File: src/rtl/uart_pkg.sv
`default_nettype none
// ============================================================================
// Module : uart_pkg
// Brief  : Shared constants and helpers for the parametrised UART receiver.
// Rev    : 1.0  initial release
// ============================================================================
package uart_pkg;

    // Receiver FSM encoding
    localparam logic [2:0] c_ST_IDLE   = 3'd0;
    localparam logic [2:0] c_ST_START  = 3'd1;
    localparam logic [2:0] c_ST_DATA   = 3'd2;
    localparam logic [2:0] c_ST_PARITY = 3'd3;
    localparam logic [2:0] c_ST_STOP   = 3'd4;

    // Parity modes
    localparam int c_PAR_NONE = 0;
    localparam int c_PAR_EVEN = 1;
    localparam int c_PAR_ODD  = 2;

    // Parity bit a transmitter should have sent for this word; unused bits must be zero.
    function automatic logic parity_expected(input int mode, input logic [8:0] data);
        logic p;
        p = ^data;
        if (mode == c_PAR_ODD)
            return ~p;
        else if (mode == c_PAR_EVEN)
            return p;
        else
            return 1'b0;
    endfunction

endpackage
`default_nettype wire

File: src/rtl/uart_rx_sampler.sv
`default_nettype none
// ============================================================================
// Module : uart_rx_sampler
// Brief  : 2-flop line synchroniser plus 3-tap mid-bit majority vote.
// Rev    : 1.0  initial release
// ============================================================================
module uart_rx_sampler
    import uart_pkg::*;
#(
    parameter int OVERSAMPLE = 8,
    parameter int TC_W       = 3
) (
    input  logic            clk,
    input  logic            reset,
    input  logic            enable,
    input  logic            rxDataIn,
    input  logic [TC_W-1:0] tc,
    output logic            line_sync,
    output logic            bit_val,
    output logic            bit_strobe
);

    localparam int              c_M    = OVERSAMPLE / 2;
    localparam logic [TC_W-1:0] c_TC_A = TC_W'(c_M - 1);
    localparam logic [TC_W-1:0] c_TC_B = TC_W'(c_M);
    localparam logic [TC_W-1:0] c_TC_C = TC_W'(c_M + 1);

    logic r_meta;
    logic r_sync;
    logic r_vote_a;
    logic r_vote_b;

    always_ff @(posedge clk) begin
        if (reset) begin
            r_meta   <= 1'b1;
            r_sync   <= 1'b1;
            r_vote_a <= 1'b1;
            r_vote_b <= 1'b1;
        end else begin
            r_meta <= rxDataIn;
            r_sync <= r_meta;
            if (enable && (tc == c_TC_A))
                r_vote_a <= r_sync;
            if (enable && (tc == c_TC_B))
                r_vote_b <= r_sync;
        end
    end

    // Third tap is the live synchronised line at the decision tick.
    assign line_sync  = r_sync;
    assign bit_strobe = enable && (tc == c_TC_C);
    assign bit_val    = (r_vote_a & r_vote_b) | (r_vote_a & r_sync) | (r_vote_b & r_sync);

endmodule
`default_nettype wire

File: src/rtl/uart_rx_param.sv
`default_nettype none
// ============================================================================
// Module : uart_rx_param
// Brief  : Parametrised UART receive engine with valid/ready holding register.
// Rev    : 1.0  initial release
// ============================================================================
module uart_rx_param
    import uart_pkg::*;
#(
    parameter int DATA_BITS   = 8,
    parameter int OVERSAMPLE  = 8,
    parameter int PARITY_MODE = 0,
    parameter int STOP_BITS   = 1
) (
    input  logic                 clk,
    input  logic                 reset,
    input  logic                 enable,
    input  logic                 rxDataIn,
    output logic [DATA_BITS-1:0] rxDataOut,
    output logic                 rxValid,
    input  logic                 rxReady,
    output logic                 parityErr,
    output logic                 frameErr,
    output logic                 overrun,
    output logic                 busy
);

    localparam int                c_TC_W     = $clog2(OVERSAMPLE);
    localparam int                c_BC_W     = $clog2(DATA_BITS);
    localparam logic [c_TC_W-1:0] c_TC_LAST  = c_TC_W'(OVERSAMPLE - 1);
    localparam logic [c_BC_W-1:0] c_BIT_LAST = c_BC_W'(DATA_BITS - 1);
    localparam logic              c_STOP_LAST = 1'(STOP_BITS - 1);

    logic [2:0]           r_state;
    logic [c_TC_W-1:0]    r_tc;
    logic [c_BC_W-1:0]    r_bitcnt;
    logic                 r_stopcnt;
    logic [DATA_BITS-1:0] r_shift;
    logic                 r_par_err;
    logic                 r_frame_err;
    logic                 r_armed;

    logic [DATA_BITS-1:0] r_data_out;
    logic                 r_valid;
    logic                 r_perr_out;
    logic                 r_ferr_out;
    logic                 r_overrun;

    logic w_line;
    logic w_bit;
    logic w_strobe;
    logic w_tc_wrap;
    logic w_last_stop;
    logic w_done;
    logic w_ferr_now;

    uart_rx_sampler #(
        .OVERSAMPLE (OVERSAMPLE),
        .TC_W       (c_TC_W)
    ) u_sampler (
        .clk        (clk),
        .reset      (reset),
        .enable     (enable),
        .rxDataIn   (rxDataIn),
        .tc         (r_tc),
        .line_sync  (w_line),
        .bit_val    (w_bit),
        .bit_strobe (w_strobe)
    );

    assign w_tc_wrap   = (r_tc == c_TC_LAST);
    assign w_last_stop = (r_stopcnt == c_STOP_LAST);
    assign w_done      = w_strobe && (r_state == c_ST_STOP) && w_last_stop;
    assign w_ferr_now  = r_frame_err | ~w_bit;

    always_ff @(posedge clk) begin
        if (reset) begin
            r_state     <= c_ST_IDLE;
            r_tc        <= '0;
            r_bitcnt    <= '0;
            r_stopcnt   <= 1'b0;
            r_shift     <= '0;
            r_par_err   <= 1'b0;
            r_frame_err <= 1'b0;
            r_armed     <= 1'b0;
        end else if (enable) begin
            if (r_state == c_ST_IDLE) begin
                r_tc <= '0;
                if (w_line)
                    r_armed <= 1'b1;
                else if (r_armed) begin
                    r_state     <= c_ST_START;
                    r_par_err   <= 1'b0;
                    r_frame_err <= 1'b0;
                end
            end else begin
                r_tc <= w_tc_wrap ? '0 : r_tc + c_TC_W'(1);
                case (r_state)
                    c_ST_START: begin
                        if (w_strobe && w_bit) begin
                            r_state <= c_ST_IDLE;
                            r_tc    <= '0;
                        end else if (w_tc_wrap) begin
                            r_state  <= c_ST_DATA;
                            r_bitcnt <= '0;
                        end
                    end
                    c_ST_DATA: begin
                        if (w_strobe)
                            r_shift <= {w_bit, r_shift[DATA_BITS-1:1]};
                        if (w_tc_wrap) begin
                            if (r_bitcnt == c_BIT_LAST) begin
                                r_state   <= (PARITY_MODE == c_PAR_NONE) ? c_ST_STOP : c_ST_PARITY;
                                r_stopcnt <= 1'b0;
                            end else begin
                                r_bitcnt <= r_bitcnt + c_BC_W'(1);
                            end
                        end
                    end
                    c_ST_PARITY: begin
                        if (w_strobe)
                            r_par_err <= (w_bit != parity_expected(PARITY_MODE, 9'(r_shift)));
                        if (w_tc_wrap) begin
                            r_state   <= c_ST_STOP;
                            r_stopcnt <= 1'b0;
                        end
                    end
                    c_ST_STOP: begin
                        if (w_strobe && !w_bit)
                            r_frame_err <= 1'b1;
                        // Final stop bit completes the frame at its decision tick.
                        if (w_done) begin
                            r_state <= c_ST_IDLE;
                            r_tc    <= '0;
                            r_armed <= 1'b0;
                        end else if (w_tc_wrap) begin
                            r_stopcnt <= 1'b1;
                        end
                    end
                    default: begin
                        r_state <= c_ST_IDLE;
                        r_tc    <= '0;
                    end
                endcase
            end
        end
    end

    // Holding register: a completed frame is dropped only if the held word is not leaving.
    always_ff @(posedge clk) begin
        if (reset) begin
            r_data_out <= '0;
            r_valid    <= 1'b0;
            r_perr_out <= 1'b0;
            r_ferr_out <= 1'b0;
            r_overrun  <= 1'b0;
        end else if (w_done && (!r_valid || rxReady)) begin
            r_data_out <= r_shift;
            r_valid    <= 1'b1;
            r_perr_out <= r_par_err;
            r_ferr_out <= w_ferr_now;
            r_overrun  <= 1'b0;
        end else if (w_done) begin
            r_overrun <= 1'b1;
        end else if (r_valid && rxReady) begin
            r_valid <= 1'b0;
        end
    end

    assign rxDataOut = r_data_out;
    assign rxValid   = r_valid;
    assign parityErr = r_perr_out;
    assign frameErr  = r_ferr_out;
    assign overrun   = r_overrun;
    assign busy      = (r_state != c_ST_IDLE);

endmodule
`default_nettype wire
File: config.mk
export PLATFORM = sky130hd
export DESIGN_NAME = uart_rx_param
export DESIGN_NICKNAME = d
export VERILOG_FILES = /design/src/rtl/uart_pkg.sv /design/src/rtl/uart_rx_sampler.sv /design/src/rtl/uart_rx_param.sv
export SDC_FILE = /design/constraint.sdc
export NUM_CORES = 1
export LEC_CHECK = 0
export CAP_MARGIN = 5
export CORE_UTILIZATION = 50
export CTS_CLUSTER_SIZE = 25
export DETAILED_ROUTE_END_ITERATION = 8
export PLACE_DENSITY = 0.68
export SLEW_MARGIN = 10
export SYNTH_ARGS = -nofsm -noshare
export SYNTH_HDL_FRONTEND = slang
export SYNTH_SLANG_ARGS = --single-unit
File: constraint.sdc
create_clock -name clk -period 4 [get_ports clk]
set_input_delay 0.8 -clock clk [delete_from_list [all_inputs] [get_ports clk]]
set_output_delay 0.8 -clock clk [all_outputs]
set_load 0.005 [all_outputs]
# Word-level counts from Yosys, hierarchy flattened
# Cells that the tools add are included.
[totals]
regBits = 37
out_inout_bits = 13
elab_cells = 133
[op_classes]
addsub = 2
eq_ne = 27
mux = 46
n_bitwise = 9
n_reduce_logical = 32
[ops]
columns = ["operator", "n"]
rows = [
  ["$mux 3", 17],
  ["$mux 1", 25],
  ["$ne 2x2->1 const B", 10],
  ["$reduce_and 8->1", 2],
  ["$eq 3x3->1 const B", 5],
  ["$reduce_bool 2->1", 7],
  ["$pmux 3 s4", 1],
  ["$reduce_and 5->1", 2],
  ["$eq 3x2->1 const B", 3],
  ["$logic_and 1x1->1", 9],
  ["$ne 3x3->1 const B", 3],
  ["$pmux 3 s3", 1],
  ["$reduce_and 4->1", 2],
  ["$reduce_and 7->1", 1],
  ["$add 3x1->3 const B", 2],
  ["$pmux 3 s2", 1],
  ["$reduce_bool 3->1", 2],
  ["$ne 2x1->1 const B", 2],
  ["$ne 4x4->1 const B", 1],
  ["$reduce_or 2->1", 2],
  ["$and 1x1->1", 3],
  ["$eq 3x1->1 const B", 1],
  ["$logic_not 3->1", 1],
  ["$ne 3x2->1 const B", 1],
  ["other kinds (7)", 12],
]

# Longest topological paths before layout
[logic_depth]
ltp_word = 11
depth_mapped = 8
ltp_nobuf = 6

# By module
# From an unflattened synthesis, not the netlist that was laid out.
[hier_totals]
hier_cells = 172
hier_area_um2 = 1666.6
[by_module_without_submodules]
columns = ["module", "instances", "cells_each", "area_each_um2", "seq_area_each_um2"]
rows = [
  ["uart_rx_param", 1, 157, 1500.2, 660.6],
  ["uart_rx_sampler", 1, 15, 166.4, 80.1],
]

# Worst setup path before layout
# No wires, ideal clock.
[synth_path]
path_type = "input -> register"
startpoint = "input enable"
endpoint = "register r_bitcnt[0]"
setup_time_ns = 0.070
t_arrival_ns = 2.033
required_time_ns = 3.930
slack_ns = 1.896
cell_stages = 5
path_buffers = 1
cell_sequence = "clkbuf_2 > nand2_1 > a2111o_1 > or4b_1 > a21oi_1"
[synth_between]
elab_chain_len = 4
[synth_lines]
columns = ["item", "line_no", "text"]
rows = [
  ["start, declared", "uart_rx_param.sv:17", "input logic enable,"],
  ["$logic_and 1x1->1", "uart_rx_sampler.sv:51", "assign bit_strobe = enable && (tc == c_TC_C);"],
  ["$logic_and 1x1->1", "uart_rx_param.sv:100", "if (w_strobe && w_bit) begin"],
  ["$ne 2x2->1 (no source line)", "--", ""],
  ["$reduce_and 7->1 (no source line) *", "--", ""],
  ["end signal, assigned", "uart_rx_param.sv:116", "r_bitcnt <= r_bitcnt + c_BC_W'(1);"],
  ["end, declared", "uart_rx_param.sv:36", "logic [c_BC_W-1:0] r_bitcnt;"],
]
# Mark *: on every way between the ends. The rest lies on a longest branch, timed or not.
# A chain may end at the register's enable or synchronous reset.

# Worst setup path after layout
# Same ends and word-level chain as after synthesis.

==> impl_metrics.yaml <==
timing:
  fin_ws_ns: 1.39
  whs_ns: 0.452
  hold_viol: 0
  relSlewSlack_pct: 55.0
  finalSetupViolCount: 0
  timing.setup.tns_ns: 0
  fin_skew_ns: 0.00552
  period_minus_slack_ns: 2.61
  worst_pin_slew_ns: 0.673
  timing.fmax_mhz: 382
  rsz0062_at_grt: "no"
  slew_violations: 0
  fin_crit_sh_pct: 65.4
setup_path:
  path_cells: "clkdlybuf4s50_1, nand2_1, a2111o_1, or4b_1, a21oi_1"
  endpoint_kind: "flip-flop"
  criticalPathCategory: "input port to flip-flop"
  critPathLaunch: "enable"
  cp_top_family: "buffers and inverters"
  crit_fanout: 18
  cp.arrival_ns: 2.89
  cpMaxStageDelayCell: "clkdlybuf4s50_1"
  startpoint_type: "input port"
  cp.required_ns: 4.27
  crit_buf_inv: 1
  r2r-start: "r_bitcnt[0]"
  cp_slowest_stage_delay_ns: 0.79
route:
  drtIter0Drc: 60
  dr.pass1.iters: 5
  vias: 1348
  drc_errors: 0
  wl_per_cell_um: 14.2
  drtAntennaViolNets: 0
  wl_um: 3390
  vias_per_cell: 5.64
cts:
  clock_path_buffers: 2
  clkTransAtPathRegs_ns: 0.11
  cts_tree: "done"
  root_buffer: "clkbuf_4"
  clk_latency_ns: 0.33
  cts_resized: 0
  htreeDepth: 2
  cts_setup_buffers: 0
  cts_hold_buf: 0
  cts_sinks: 37
  numCtsBuffers: 5
yosys:
  synth_cell_types: 43
  yosysTopAreaCellShare_pct: 43.5
  async_flop_share_pct: 0
  synth.area.top_cells: "dfxtp_1, mux2i_1, ha_1"
  syn_area_um2: 1700
  avgSynthCellArea_um2: 9.40
  syn-num-nets: 193
  yosysSeqAreaShare_pct: 43.5
  synth_ff_type: "dfxtp_1"
  synth_seq_cells: 37
  synth_cells: 181
  synth_top_area_cell: "dfxtp_1"
  synthesis.yosys.warnings: 0
  synth_edf_count: 0
pwr:
  ir_drop_v: 0.000208
  p_per_area_nw_per_um2: 298
  p_total_mw: 0.578
  power.leakage_nw: 0.753
floorplanning:
  pin_count: 18
  die_area_um2: 3640
  die_h_um: 60.3
  start_util_pct: 54.4
  core_area_um2: 3130
  num_rows: 20
  dieWidth_um: 60.3
place:
  place_ws_ns: 1.07
  placedInstanceArea_um2: 1890
  gp_congestion: 0.916
  dpl.hpwl_um: 2360
  dp_cells: 231
  io_buffer_count: 17
grt:
  grt_pass1_wl_um: 5750
  grt_overflow_total: 0
  grt_max_degree: 21
  antenna_found_initial: 0
  grtUsageTotal_pct: 21.7
  grt_pass1_vias: 1313
run_status:
  outcome: "finished clean"
worst_hold_path:
  worstHoldStart: "u_sampler.r_meta"
  hold_path.class: "flip-flop to flip-flop"
layout:
  finalNonFillerCells: 239
  antenna_cells: 0
  final_nets: 206
  design_area_um2: 1940
  fill_cells: 273
  area_delta_synth_final_pct: 14.0
  drive_gt1_share_pct: 7.69
  postLayoutCoreUtil_pct: 62.0
run:
  maxCapViolations: 0
==> area by class of cell <==
cell class,instances,area [um^2],share of cell area (%)
clock inverters,2,10.0,0.516
clock buffers,6,41.3,2.13
flip-flops and latches,37,741,38.2
repair buffers,20,193,9.94
inverters,7,26.3,1.35
multi-input cells,123,873,45.0
well taps,44,55.1,2.84
==> where the power goes <==
part	switching [mW]	internal, mW
logic	0.0108	0.00818
registers	0.00158	0.370
clock network	0.120	0.0670
==> worst register-to-register path: stages, from the launching register on <==
cell	delay [ns]
dfxtp_1	0.34
ha_1	0.20
ha_1	0.20
or2_1	0.25
a2111o_1	0.47
or4b_1	0.52
a21oi_1	0.12
==> metal layers <==
layer  GRT usage [%]  vias to the layer above  routed length, um
li1                -                      673                  -
met1            27.7                      638               1620
met2            32.0                       35               1560
met3            7.89                        2                176
met4            11.6                        0                 30
met5               0                        -                  0
==> cells in the mapped netlist, types with 3 or more instances <==
master / n
inv_1: 7
mux2i_1: 18
o311ai_0: 3
nand2b_1: 4
nand3_1: 7
nor2_1: 22
dfxtp_1: 37
nor2b_1: 4
o21ai_0: 7
ha_1: 7
a21oi_1: 11
nor3_1: 4
a2111oi_0: 3
clkbuf_1: 9
nand2_1: 3
buf_2: 3
==> placed cells by master (no fill, tap or decap), types with 2 or more instances in the layout <==
cell type | synthesis | final
or2_2 | 2 | 2
nor2b_1 | 4 | 4
o311ai_0 | 3 | 3
nand4b_1 | 2 | 2
and3_1 | 2 | 2
clkinv_2 | 0 | 2
inv_1 | 7 | 7
a21oi_1 | 11 | 11
a311oi_1 | 2 | 2
a2bb2oi_1 | 2 | 2
nand3_1 | 7 | 7
nand2_1 | 3 | 3
nor2_1 | 22 | 22
mux2i_1 | 18 | 18
buf_4 | 1 | 3
clkdlybuf4s50_1 | 0 | 17
nand2b_1 | 4 | 4
nor3_1 | 4 | 4
clkbuf_4 | 0 | 5
dfxtp_1 | 37 | 37
a2111oi_0 | 3 | 3
o21ai_0 | 7 | 7
ha_1 | 7 | 7
==> registers in the layout, indices dropped and copies added, names as in the netlist, 3 cells and up <==
register   count
r_state        3
r_shift        8
rxDataOut      8
r_bitcnt       3
r_tc           3
==> logic make-up (layout without fill, tap and decap cells) <==
logic type,after synthesis,count (layout),synth area share [%]
AND/OR/NAND/NOR,58,58,18.8
AO/OA/AOI/OAI,38,38,15.6
flip-flops,37,37,43.5
buffers and inverters,21,35,5.15
multiplexers,19,19,11.2
adder cells (fa/ha/maj),8,8,5.74
==> final timing paths <==
check                                      endpoint  slack (ns)  depth (start not counted)
worst min register to register  u_sampler.line_sync        0.45                          1
worst min-delay path            u_sampler.line_sync        0.45                          1
worst max register to register          r_bitcnt[0]        1.85                          6
worst max-delay path                    r_bitcnt[0]        1.39                          5
Note: power is estimated with default switching activity, not from simulation.
